File: config.mk
export PLATFORM = sky130hd
export DESIGN_NAME = mux_arb
export DESIGN_NICKNAME = d
export VERILOG_FILES = /design/src/rtl/mux_arb_pkg.sv /design/src/rtl/mux_arb.sv
export SDC_FILE = /design/constraint.sdc
export NUM_CORES = 1
export LEC_CHECK = 0
export CAP_MARGIN = 10
export CORE_AREA = 5 5 42 44
export DETAILED_ROUTE_END_ITERATION = 8
export DIE_AREA = 0 0 47 49
export PLACE_DENSITY_LB_ADDON = 0.2
export SYNTH_ARGS = -nofsm -noshare
export SYNTH_HDL_FRONTEND = slang
export SYNTH_SLANG_ARGS = --single-unit
File: constraint.sdc
create_clock -name clk -period 3.5 [get_ports clk]
set_clock_uncertainty 0.1 [all_clocks]
set_input_delay 0.525 -clock clk [delete_from_list [all_inputs] [get_ports clk]]
set_output_delay 0.525 -clock clk [all_outputs]
set_load 0.05 [all_outputs]
File: src/rtl/mux_arb_pkg.sv
// Shared definitions for the two-channel weighted arbiter: FSM state
// encodings and the credit counter width.
package mux_arb_pkg;

  localparam int unsigned CNT_W = 4;

  typedef enum logic [1:0] {
    StIdle   = 2'd0,
    StServe0 = 2'd1,
    StServe1 = 2'd2
  } state_e;

endpackage

File: src/rtl/mux_arb.sv
// Two-channel weighted round-robin arbiter that drives an external 2:1 mux.
// Each cycle it pops at most one upstream FIFO; channel x may take up to Wx
// back-to-back grants before the other channel gets a turn, and a switch
// between channels never costs an idle cycle.
// Optional feature: define MUX_ARB_STRICT_PRIO_EN to make channel 0 a strict
// priority winner (weights and the credit counter are then unused).
module mux_arb
  import mux_arb_pkg::*;
#(
  parameter int unsigned W0 = 2,
  parameter int unsigned W1 = 1
) (
  input  logic clk,
  input  logic reset,
  input  logic empty0,
  input  logic empty1,
  input  logic pause,
  output logic pop0,
  output logic pop1,
  output logic selector,
  output logic grant_valid
);

  // Weights are compared unsigned at counter width.
  localparam logic [CNT_W-1:0] W0C = CNT_W'(W0);
  localparam logic [CNT_W-1:0] W1C = CNT_W'(W1);

  state_e           r_state;
  state_e           w_state_next;
  logic [CNT_W-1:0] r_cnt;
  logic [CNT_W-1:0] w_cnt_next;
  logic             r_sel;
  logic             w_elig0;
  logic             w_elig1;
  logic             w_grant0;
  logic             w_grant1;

  assign w_elig0 = ~empty0 & ~pause;
  assign w_elig1 = ~empty1 & ~pause;

  // Next-state, next credit count and grant decision.
  always_comb begin
    w_state_next = r_state;
    w_cnt_next   = r_cnt;
    w_grant0     = 1'b0;
    w_grant1     = 1'b0;
`ifdef MUX_ARB_STRICT_PRIO_EN
    // Channel 0 always wins; the state only records who was served last.
    if (w_elig0) begin
      w_grant0     = 1'b1;
      w_state_next = StServe0;
    end else if (w_elig1) begin
      w_grant1     = 1'b1;
      w_state_next = StServe1;
    end
`else
    case (r_state)
      StIdle: begin
        if (w_elig0) begin
          w_grant0     = 1'b1;
          w_state_next = StServe0;
          w_cnt_next   = CNT_W'(1);
        end else if (w_elig1) begin
          w_grant1     = 1'b1;
          w_state_next = StServe1;
          w_cnt_next   = CNT_W'(1);
        end
      end
      StServe0: begin
        if (w_elig0 && (r_cnt < W0C)) begin
          w_grant0   = 1'b1;
          w_cnt_next = r_cnt + CNT_W'(1);
        end else if (w_elig1) begin
          // Credits spent or channel 0 dried up: hand over without a bubble.
          w_grant1     = 1'b1;
          w_state_next = StServe1;
          w_cnt_next   = CNT_W'(1);
        end else if (w_elig0) begin
          // Other side idle: start a fresh round on the same channel.
          w_grant0   = 1'b1;
          w_cnt_next = CNT_W'(1);
        end
      end
      StServe1: begin
        if (w_elig1 && (r_cnt < W1C)) begin
          w_grant1   = 1'b1;
          w_cnt_next = r_cnt + CNT_W'(1);
        end else if (w_elig0) begin
          w_grant0     = 1'b1;
          w_state_next = StServe0;
          w_cnt_next   = CNT_W'(1);
        end else if (w_elig1) begin
          w_grant1   = 1'b1;
          w_cnt_next = CNT_W'(1);
        end
      end
      default: begin
        w_state_next = StIdle;
        w_cnt_next   = '0;
      end
    endcase
`endif
  end

  // Outputs are forced low while reset is high, whatever the inputs do.
  always_comb begin
    pop0        = w_grant0 & ~reset;
    pop1        = w_grant1 & ~reset;
    grant_valid = pop0 | pop1;
    if (reset) begin
      selector = 1'b0;
    end else if (w_grant0 | w_grant1) begin
      selector = w_grant1;
    end else begin
      selector = r_sel;
    end
  end

  // State, credit count and held selector; all hold when nothing is granted.
  always_ff @(posedge clk) begin
    if (reset) begin
      r_state <= StIdle;
      r_cnt   <= '0;
      r_sel   <= 1'b0;
    end else begin
      r_state <= w_state_next;
      r_cnt   <= w_cnt_next;
      if (w_grant0 | w_grant1) begin
        r_sel <= w_grant1;
      end
    end
  end

endmodule

# Yosys cells after proc, flatten, opt, wreduce, memory -nomap -nowiden
# Cells that the tools add are included.
# word_totals
reg_bits	7
input_bits	5
word_cells	51
# classes
n_addsub	1
n_lt_le_gt_ge	2
n_eq_ne	6
muxes	25
n_bitwise	10
n_reduce_logical	4
# op_table
operator	n
2-to-1 mux 4 bit	6
one-hot mux 4 bit (3 select lines)	1
2-to-1 mux 1 bit	10
2-to-1 mux 2 bit	5
inequality test 2 bit, second input constant	3
one-hot mux 1 bit (3 select lines)	2
one-hot mux 2 bit (3 select lines)	1
adder 4 x 1 -> 4 bit, second input constant	1
bitwise AND 1 bit	4
< comparator 4 x 1 -> 1 bit, second input constant	1
< comparator 4 x 2 -> 1 bit, second input constant	1
inequality test 4 bit, second input constant	1
inverter 1 bit	4
AND reduction 3 bit	1
== test 2 x 1 -> 1 bit, second input constant	1
== test 2 bit, second input constant	1
logical AND 1 bit	2
zero test 2 bit	1
bitwise OR 1 bit	2

# Depth between registers and ports, before layout
# Gate-level depths: netlist of the first run.
# depth
word_depth	9
mapped_depth	5
mapped_depth_nobuf	5

# Worst setup path after synthesis of the first run
# Ideal clock, no wire load.
# synth_path
path_kind	input -> output
from	input pause
to	output grant_valid
arrival_ns	2.110
t_required_ns	2.875
path_slack_ns	0.765
stages	4
path_buffers	0
path_cell_list	nor2_2 o21ai_2 o32ai_2 o21bai_1
# synth_via
elab_chain_len	8
elab_cells_between_ends	18
cone_classes	10 x mux; 6 x bitwise; 2 x reduce/logical
# synth_lines
element	line_no	source
start: declaration	mux_arb.sv:17	input logic pause,
inverter 1 bit (*)	mux_arb.sv:38, mux_arb.sv:39	
bitwise AND 1 bit	mux_arb.sv:39	assign w_elig1 = ~empty1 & ~pause;
2-to-1 mux 1 bit	mux_arb.sv:63, mux_arb.sv:73, mux_arb.sv:92	
2-to-1 mux 1 bit	mux_arb.sv:88	end else if (w_elig0) begin
2-to-1 mux 1 bit	mux_arb.sv:85	if (w_elig1 && (r_cnt < W1C)) begin
one-hot mux 1 bit (3 select lines) (*)	mux_arb.sv:57	case (r_state)
bitwise AND 1 bit (*)	mux_arb.sv:108	pop1 = w_grant1 & ~reset;
via pop1	mux_arb.sv:19	output logic pop1,
bitwise OR 1 bit (*)	mux_arb.sv:109	grant_valid = pop0 | pop1;
end: declaration	mux_arb.sv:21	output logic grant_valid
# The timed path passes the listed nets; every way through them passes the cells marked *.

# Worst setup path in the final report of the first run
# layout_path
from	input pause
to	output pop1
# layout_via
elab_chain_len	7
elab_cells_between_ends	11
cone_classes	5 x mux; 4 x bitwise; 2 x reduce/logical
# layout_lines
element	line_no
inverter 1 bit (*)	mux_arb.sv:38, mux_arb.sv:39
bitwise AND 1 bit	mux_arb.sv:39
2-to-1 mux 1 bit	mux_arb.sv:63, mux_arb.sv:73, mux_arb.sv:92
2-to-1 mux 1 bit	mux_arb.sv:88
2-to-1 mux 1 bit	mux_arb.sv:85
one-hot mux 1 bit (3 select lines) (*)	mux_arb.sv:57
bitwise AND 1 bit (*)	mux_arb.sv:108
end: declaration	mux_arb.sv:19
# Every way passes the cells marked *; elsewhere a longest branch is shown, timed or not.

==> flow_summary_export.csv, run 1 <==
group,metric,value,unit
status,run_status,"finished, final reports clean",
clock_tree,root_buffer,"clkbuf_4",
synth,syn-num-nets,61,
clock_tree,post_cts_resized,0,
setup_path,critPathMaxStageDelay,860,ps
synth,yosys.area_share.simple,22.53,%
setup_path,path_cells,"clkdlybuf4s50_1, nor2_2, o21ai_2, o32ai_2, clkdlybuf4s50_1",
synth,synth_cell_types,29,
min_path,whs_path_depth,1,
sta,max-slew-margin-rel,66.75,%
setup_path,cp_top_family,"buffers and inverters",
synth,synth_xor_xnor_area_share,0,%
power_and_ir_drop,peakVddDrop,185.0,µV
synth,synth_edf_count,0,
synth,avgSynthCellArea,8.434,µm²
drt,route.detailed.wl_per_inst,12.25,µm
synth,syn_area,455.4,µm²
setup_path,crit_type,"in -> out",
sta,drv_slew,0,
setup_path,critical_path_arrival,2480,ps
synth,ys_seq_elements,7,
layout,antenna-diode-count,0,
placed_design,pre_cts_slack,393.5,ps
synth,yosys.area.top_type_share,30.77,%
layout,stdcell_area,575.6,µm²
sta,max_freq,322.1,MHz
run,cap_viol_max_count,0,
setup_path,r2r_cells,5,
power_and_ir_drop,power.density,358.8,mW/mm²
clock_tree,postCtsSetupBuffers,0,
floorplan,die_area,0.002303,mm²
sta,finalHoldViolCount,0,
synth,synth-compound-area-share,33.52,%
synth,synthMuxAreaShare,2.198,%
layout,areaGrowthSynthToFinish,26.37,%
placed_design,postPlaceCellArea,548.0,µm²
placed_design,dpl.hpwl,776.7,µm
global_routing,grt_pass1_vias,408,
global_routing,grt_pass1_wl,1.704,mm
power_and_ir_drop,seq_power_share,42.7,%
clock_tree,numCtsBuffers,3,
power_and_ir_drop,switching_share,30.68,%
layout,nFillCells,156,
min_path,hp-class,"reg -> reg",
clock_tree,clk_pin_slew,60,ps
floorplan,start_util,32.50,%
layout,drive_gt1_share,23.08,%
sta,min_period,3105,ps
power_and_ir_drop,p_comb_share,21.7,%
setup_path,cp_num_buf_inv,2,
synth,yosys_warnings,0,
sta,rsz0062_at_grt,"no",
clock_tree,cts_tree,"yes",
synth,synth_top_area_cell,"dfxtp_1",
power_and_ir_drop,p_leak,0.0002097,µW
setup_path,cp_num_cells,5,
global_routing,gr-usage-all-layers,10.00,%
floorplan,die_h,49,µm
synth,synth_fa_ha_area_share,5.495,%
drt,first_pass_iters,4,
sta,min_period_over_period,88.72,%
synth,yosys-top-cells-area,"dfxtp_1, ha_1, nand2_1",
layout,nets,73,
drt,drt-initial-drc-count,6,
clock_tree,htreeDepth,1,
sta,finalSetupViolations,0,
synth,netlist_top_cells_count,"dfxtp_1, nand2_1, inv_1, a21oi_1, nor2_1",
clock_tree,clock_latency,250,ps
floorplan,core_area,0.001401,mm²
setup_path,cp-start-kind,"input port",
placed_design,gp_congestion,0.8083,
global_routing,grt_overflow,0,
setup_path,end_kind,"output port",
power_and_ir_drop,internal_power,143.1,µW
sta,setup_ws,395.0,ps
synth,ys.flop_type,"dfxtp_1",
placed_design,port_buffers,8,
setup_path,path_max_fanout,4,
drt,antenna_left,0,
setup_path,cp.required,2870,ps
drt,vias,419,
synth,seq_area_frac_synth,30.77,%
synth,synthMostInstantiatedCell,"dfxtp_1",
drt,vias_per_cell,5.173,
global_routing,grt_max_degree,12,
clock_tree,postCtsHoldBufs,0,
clock_tree,clock_path_buffers,2,
sta,fin_tns_setup,0,ps
floorplan,io_pins,9,
setup_path,timing.critical_path.mode_cell,"clkdlybuf4s50_1",
setup_path,slowest_stage,"clkdlybuf4s50_1",
synth,syn-instance-count,54,
floorplan,rows,14,
global_routing,antenna_found_initial,0,
clock_tree,numClockSinks,7,
sta,worst_pin_slew,497.2,ps
synth,async_reset_ff_share,0,%
sta,hold_ws,385.1,ps
floorplan,fp.dieW,47,µm
drt,postRouteWirelength,992,µm
drt,drc,0,
power_and_ir_drop,clockPowerShare,35.6,%
power_and_ir_drop,switching_power,63.37,µW
synth,synth_top_family_by_area,"compound AO/OA/AOI/OAI gates",
cell type report:
type                            count  area (µm²)  share of cell area (%)
Clock inverter                      1       5.005                  0.8696
Inverter                            4       15.01                   2.609
Clock buffer                        3       22.52                   3.913
Timing Repair Buffer                9       82.58                   14.35
Multi-Input combinational cell     41       290.3                   50.43
Tap cell                           16       20.02                   3.478
Sequential cell                     7       140.1                   24.35
worst paths after layout:
kind	from	slack, ps	end
worst min register to register	r_sel$_DFF_P_	390	r_sel$_DFF_P_
worst min-delay path	r_sel$_DFF_P_	390	r_sel$_DFF_P_
worst max-delay path	pause	390	pop1
worst max register to register	r_cnt[0]$_SDFFE_PP0P_	2030	r_sel$_DFF_P_
through the flow:
stage | util, % | total power (µW) | instances
after detailed placement | 39.11 | 134.6 | 77
after global routing | 41.07 | 220.1 | 81
after CTS | 41.07 | 211.8 | 81
after floorplan | - | 119.5 | 54
final | 41.07 | 206.5 | 81
after global placement | 39.11 | 135.4 | 77
cells in the final DEF, fill, tap and decap left out, drive strengths merged:
cell type	Yosys	final
a21o	1	1
o21bai	2	2
nand2	6	6
o31ai	1	1
clkbuf	0	3
nor3	1	1
clkdlybuf4s50	0	6
nand4	1	1
buf	2	3
o21ai	4	4
inv	4	4
o2111ai	2	2
nand3b	1	1
clkinv	0	1
and2	1	1
or3	1	1
a21oi	3	3
a31oi	1	1
ha	2	2
nor2	5	5
nand3	2	2
nand2b	1	1
a31o	1	1
a211oi	2	2
o32ai	1	1
o22a	1	1
mux2i	1	1
dfxtp	7	7
worst register-to-register path, cell delays in order (launching register included):
cell       delay (ps)
dfxtp_1           380
inv_1              80
ha_1              210
nand3_1           180
o2111ai_2         160
a31o_1            260
sequential cells by signal (all words and copies together) (netlist names):
signal / flops
r_cnt: 4
r_sel: 1
r_state: 2
layer usage:
layer,vias up,wire length [µm],GRT usage [%]
met1,182,490,14.07
met2,15,410,13.35
met4,0,28,5.530
met5,-,0,0
met3,4,62,2.583
li1,218,-,-
cells by family after synthesis:
logic type / after synthesis
adders and majority gates: 2
buffers and inverters: 6
AOI/OAI and AO/OA: 19
and+or+nand+nor: 19
DFF: 7
muxes: 1
power groups by stage:
stage / clock, µW / sequential, µW / combinational, µW
6_report: 73.6 / 88.1 / 44.9
5_1_grt: 82.2 / 88.9 / 49.0
2_1_floorplan: 0 / 87.0 / 32.6
4_1_cts: 78.6 / 88.0 / 45.2
3_5_place_dp: 0 / 89.8 / 44.8
3_3_place_gp: 0 / 89.9 / 45.5
Note: power is estimated with default switching activity, not from simulation.
==> run 2: changes to the inputs <==
Settings changed: CTS_BUF_LIST set to sky130_fd_sc_hd__clkbuf_4.
Clock period 3.5 ns to 3.65 ns, I/O delays scaled along.
==> run 2 against run 1 <==
Against the previous run: register-to-register slack better by 150 ps; via count up 0.72%; largest power group unchanged; routed wire length up 3.2%; critical path type unchanged; critical path depth up 1; clock-buffer cell count up 1; sequential power down 4.1%; hold slack better by 2.1 ps; die area unchanged.
==> flow_summary_export.csv, run 2 (synthesis results as in run 1) <==
group,metric,value,unit
layout,reg_top3,"r_cnt x4, r_state x2, r_sel x1",
min_path,hp-class,"reg -> reg",
setup_path,critPathMaxStageDelay,820,ps
drt,vias_per_cell,5.210,
setup_path,cp.required,3000,ps
global_routing,grt_pass1_vias,399,
sta,fin_tns_setup,0,ps
clock_tree,numClockSinks,7,
drt,route.detailed.wl_per_inst,12.64,µm
sta,drv_slew,0,
clock_tree,root_buffer,"clkbuf_4",
sta,max-slew-margin-rel,66.54,%
clock_tree,postCtsSetupBuffers,0,
drt,drc,0,
clock_tree,cts_tree,"yes",
placed_design,gp_congestion,0.7858,
floorplan,die_area,0.002303,mm²
setup_path,crit_start,"pause",
power_and_ir_drop,power.density,356.2,mW/mm²
power_and_ir_drop,p_total,206.8,µW
drt,vias,422,
drt,first_pass_iters,4,
setup_path,path_max_fanout,4,
setup_path,end_kind,"output port",
layout,drive_gt1_share,21.54,%
min_path,hold_path.startpoint,"r_sel$_DFF_P_",
sta,min_period,3312,ps
sta,min_period_over_period,90.75,%
layout,layout_common_cells,"clkdlybuf4s50_1, dfxtp_1, nand2_1",
setup_path,crit_type,"in -> out",
clock_tree,clock_path_buffers,2,
layout,nets,73,
drt,antenna_left,0,
layout,regMostFlops,"r_cnt",
clock_tree,htreeDepth,1,
drt,postRouteWirelength,1.024,mm
global_routing,grt_max_degree,12,
floorplan,io_pins,9,
clock_tree,clk_pin_slew,50,ps
global_routing,antenna_found_initial,0,
layout,nFillCells,163,
sta,finalSetupViolations,0,
global_routing,grt_overflow,0,
layout,antenna-diode-count,0,
layout,areaGrowthSynthToFinish,27.47,%
power_and_ir_drop,p_leak,0.0002087,µW
floorplan,start_util,32.50,%
global_routing,gr-usage-all-layers,10.14,%
clock_tree,postCtsHoldBufs,0,
sta,finalHoldViolCount,0,
setup_path,critical_path_arrival,2660,ps
setup_path,timing.critical_path.mode_cell,"clkdlybuf4s50_1",
placed_design,dpl.hpwl,807,µm
global_routing,grt_pass1_wl,1.676,mm
drt,drt-initial-drc-count,8,
placed_design,port_buffers,8,
clock_tree,post_cts_resized,0,
sta,max_freq,301.9,MHz
floorplan,fp.dieW,47,µm
setup_path,cp-start-kind,"input port",
status,run_status,"finished, final reports clean",
clock_tree,numCtsBuffers,3,
clock_tree,clock_latency,250,ps
setup_path,path_cells,"clkdlybuf4s50_1, nor2_2, o21ai_2, o32ai_2, o21bai_1, clkdlybuf4s50_1",
floorplan,die_h,49,µm
power_and_ir_drop,peakVddDrop,156.5,µV
run,cap_viol_max_count,0,
setup_path,r2r_start,"r_cnt[0]$_SDFFE_PP0P_",
setup_path,slowest_stage,"clkdlybuf4s50_1",
layout,largest_reg_flops,4,
floorplan,rows,14,
floorplan,core_area,0.001401,mm²
sta,rsz0062_at_grt,"no",
sta,worst_pin_slew,500.4,ps
## run 2: cell types whose count changed in the layout (fill, tap and decap cells not counted), sizes merged
cell / change
buf: -1
clkbuf: +1
clkdlybuf4s50: +1
clkinv: -1
## run 2: cell type report
class                           count  area [µm²]  share of cell area [%]
Inverter                            4       15.01                   2.586
Multi-Input combinational cell     41       290.3                   50.00
Tap cell                           16       20.02                   3.448
Sequential cell                     7       140.1                   24.14
Timing Repair Buffer                9       85.08                   14.66
Clock buffer                        4       30.03                   5.172
## run 2: report_power, final
group	switching, µW	internal, µW
logic	26.0	17.7
registers	4.68	79.8
clock network	29.3	49.2
total	60.1	147
## run 2: worst paths after layout
| kind | slack, ps | cells after the start | endpoint |
|---|---|---|---|
| hold / removal | 390 | 1 | r_sel$_DFF_P_ |
| setup / recovery | 340 | 6 | grant_valid |
| hold reg to reg | 390 | 1 | r_sel$_DFF_P_ |
| setup reg to reg | 2180 | 5 | r_sel$_DFF_P_ |
## run 2: per-stage QoR
step / instances / hold WS, ps / instance area [µm²] / setup WS [ps] / utilization [%]
after floorplan: 54 / 354.7 / 455.4 / 869.5 / -
after global placement: 77 / 372.6 / 550.5 / 366.7 / 39.29
after detailed placement: 77 / 376.7 / 550.5 / 336.8 / 39.29
after CTS: 81 / 391.8 / 580.6 / 321.1 / 41.43
after global routing: 81 / 408.6 / 580.6 / 223.3 / 41.43
final: 81 / 387.2 / 580.6 / 337.7 / 41.43
## run 2: layer usage
metal / part of all wire [%] / track usage [%] / vias up
met3: 5.9 / 2.583 / 4
met5: 0 / 0 / -
li1: - / - / 219
met1: 48 / 12.75 / 187
met4: 2.7 / 6.912 / 0
met2: 44 / 14.48 / 12
## run 2: worst max-delay path, delay by kind of cell
kind | cells | cell delay, ps
AOI/OAI and AO/OA | 3 | 580
and+or+nand+nor | 1 | 230
buffers and inverters | 2 | 1300
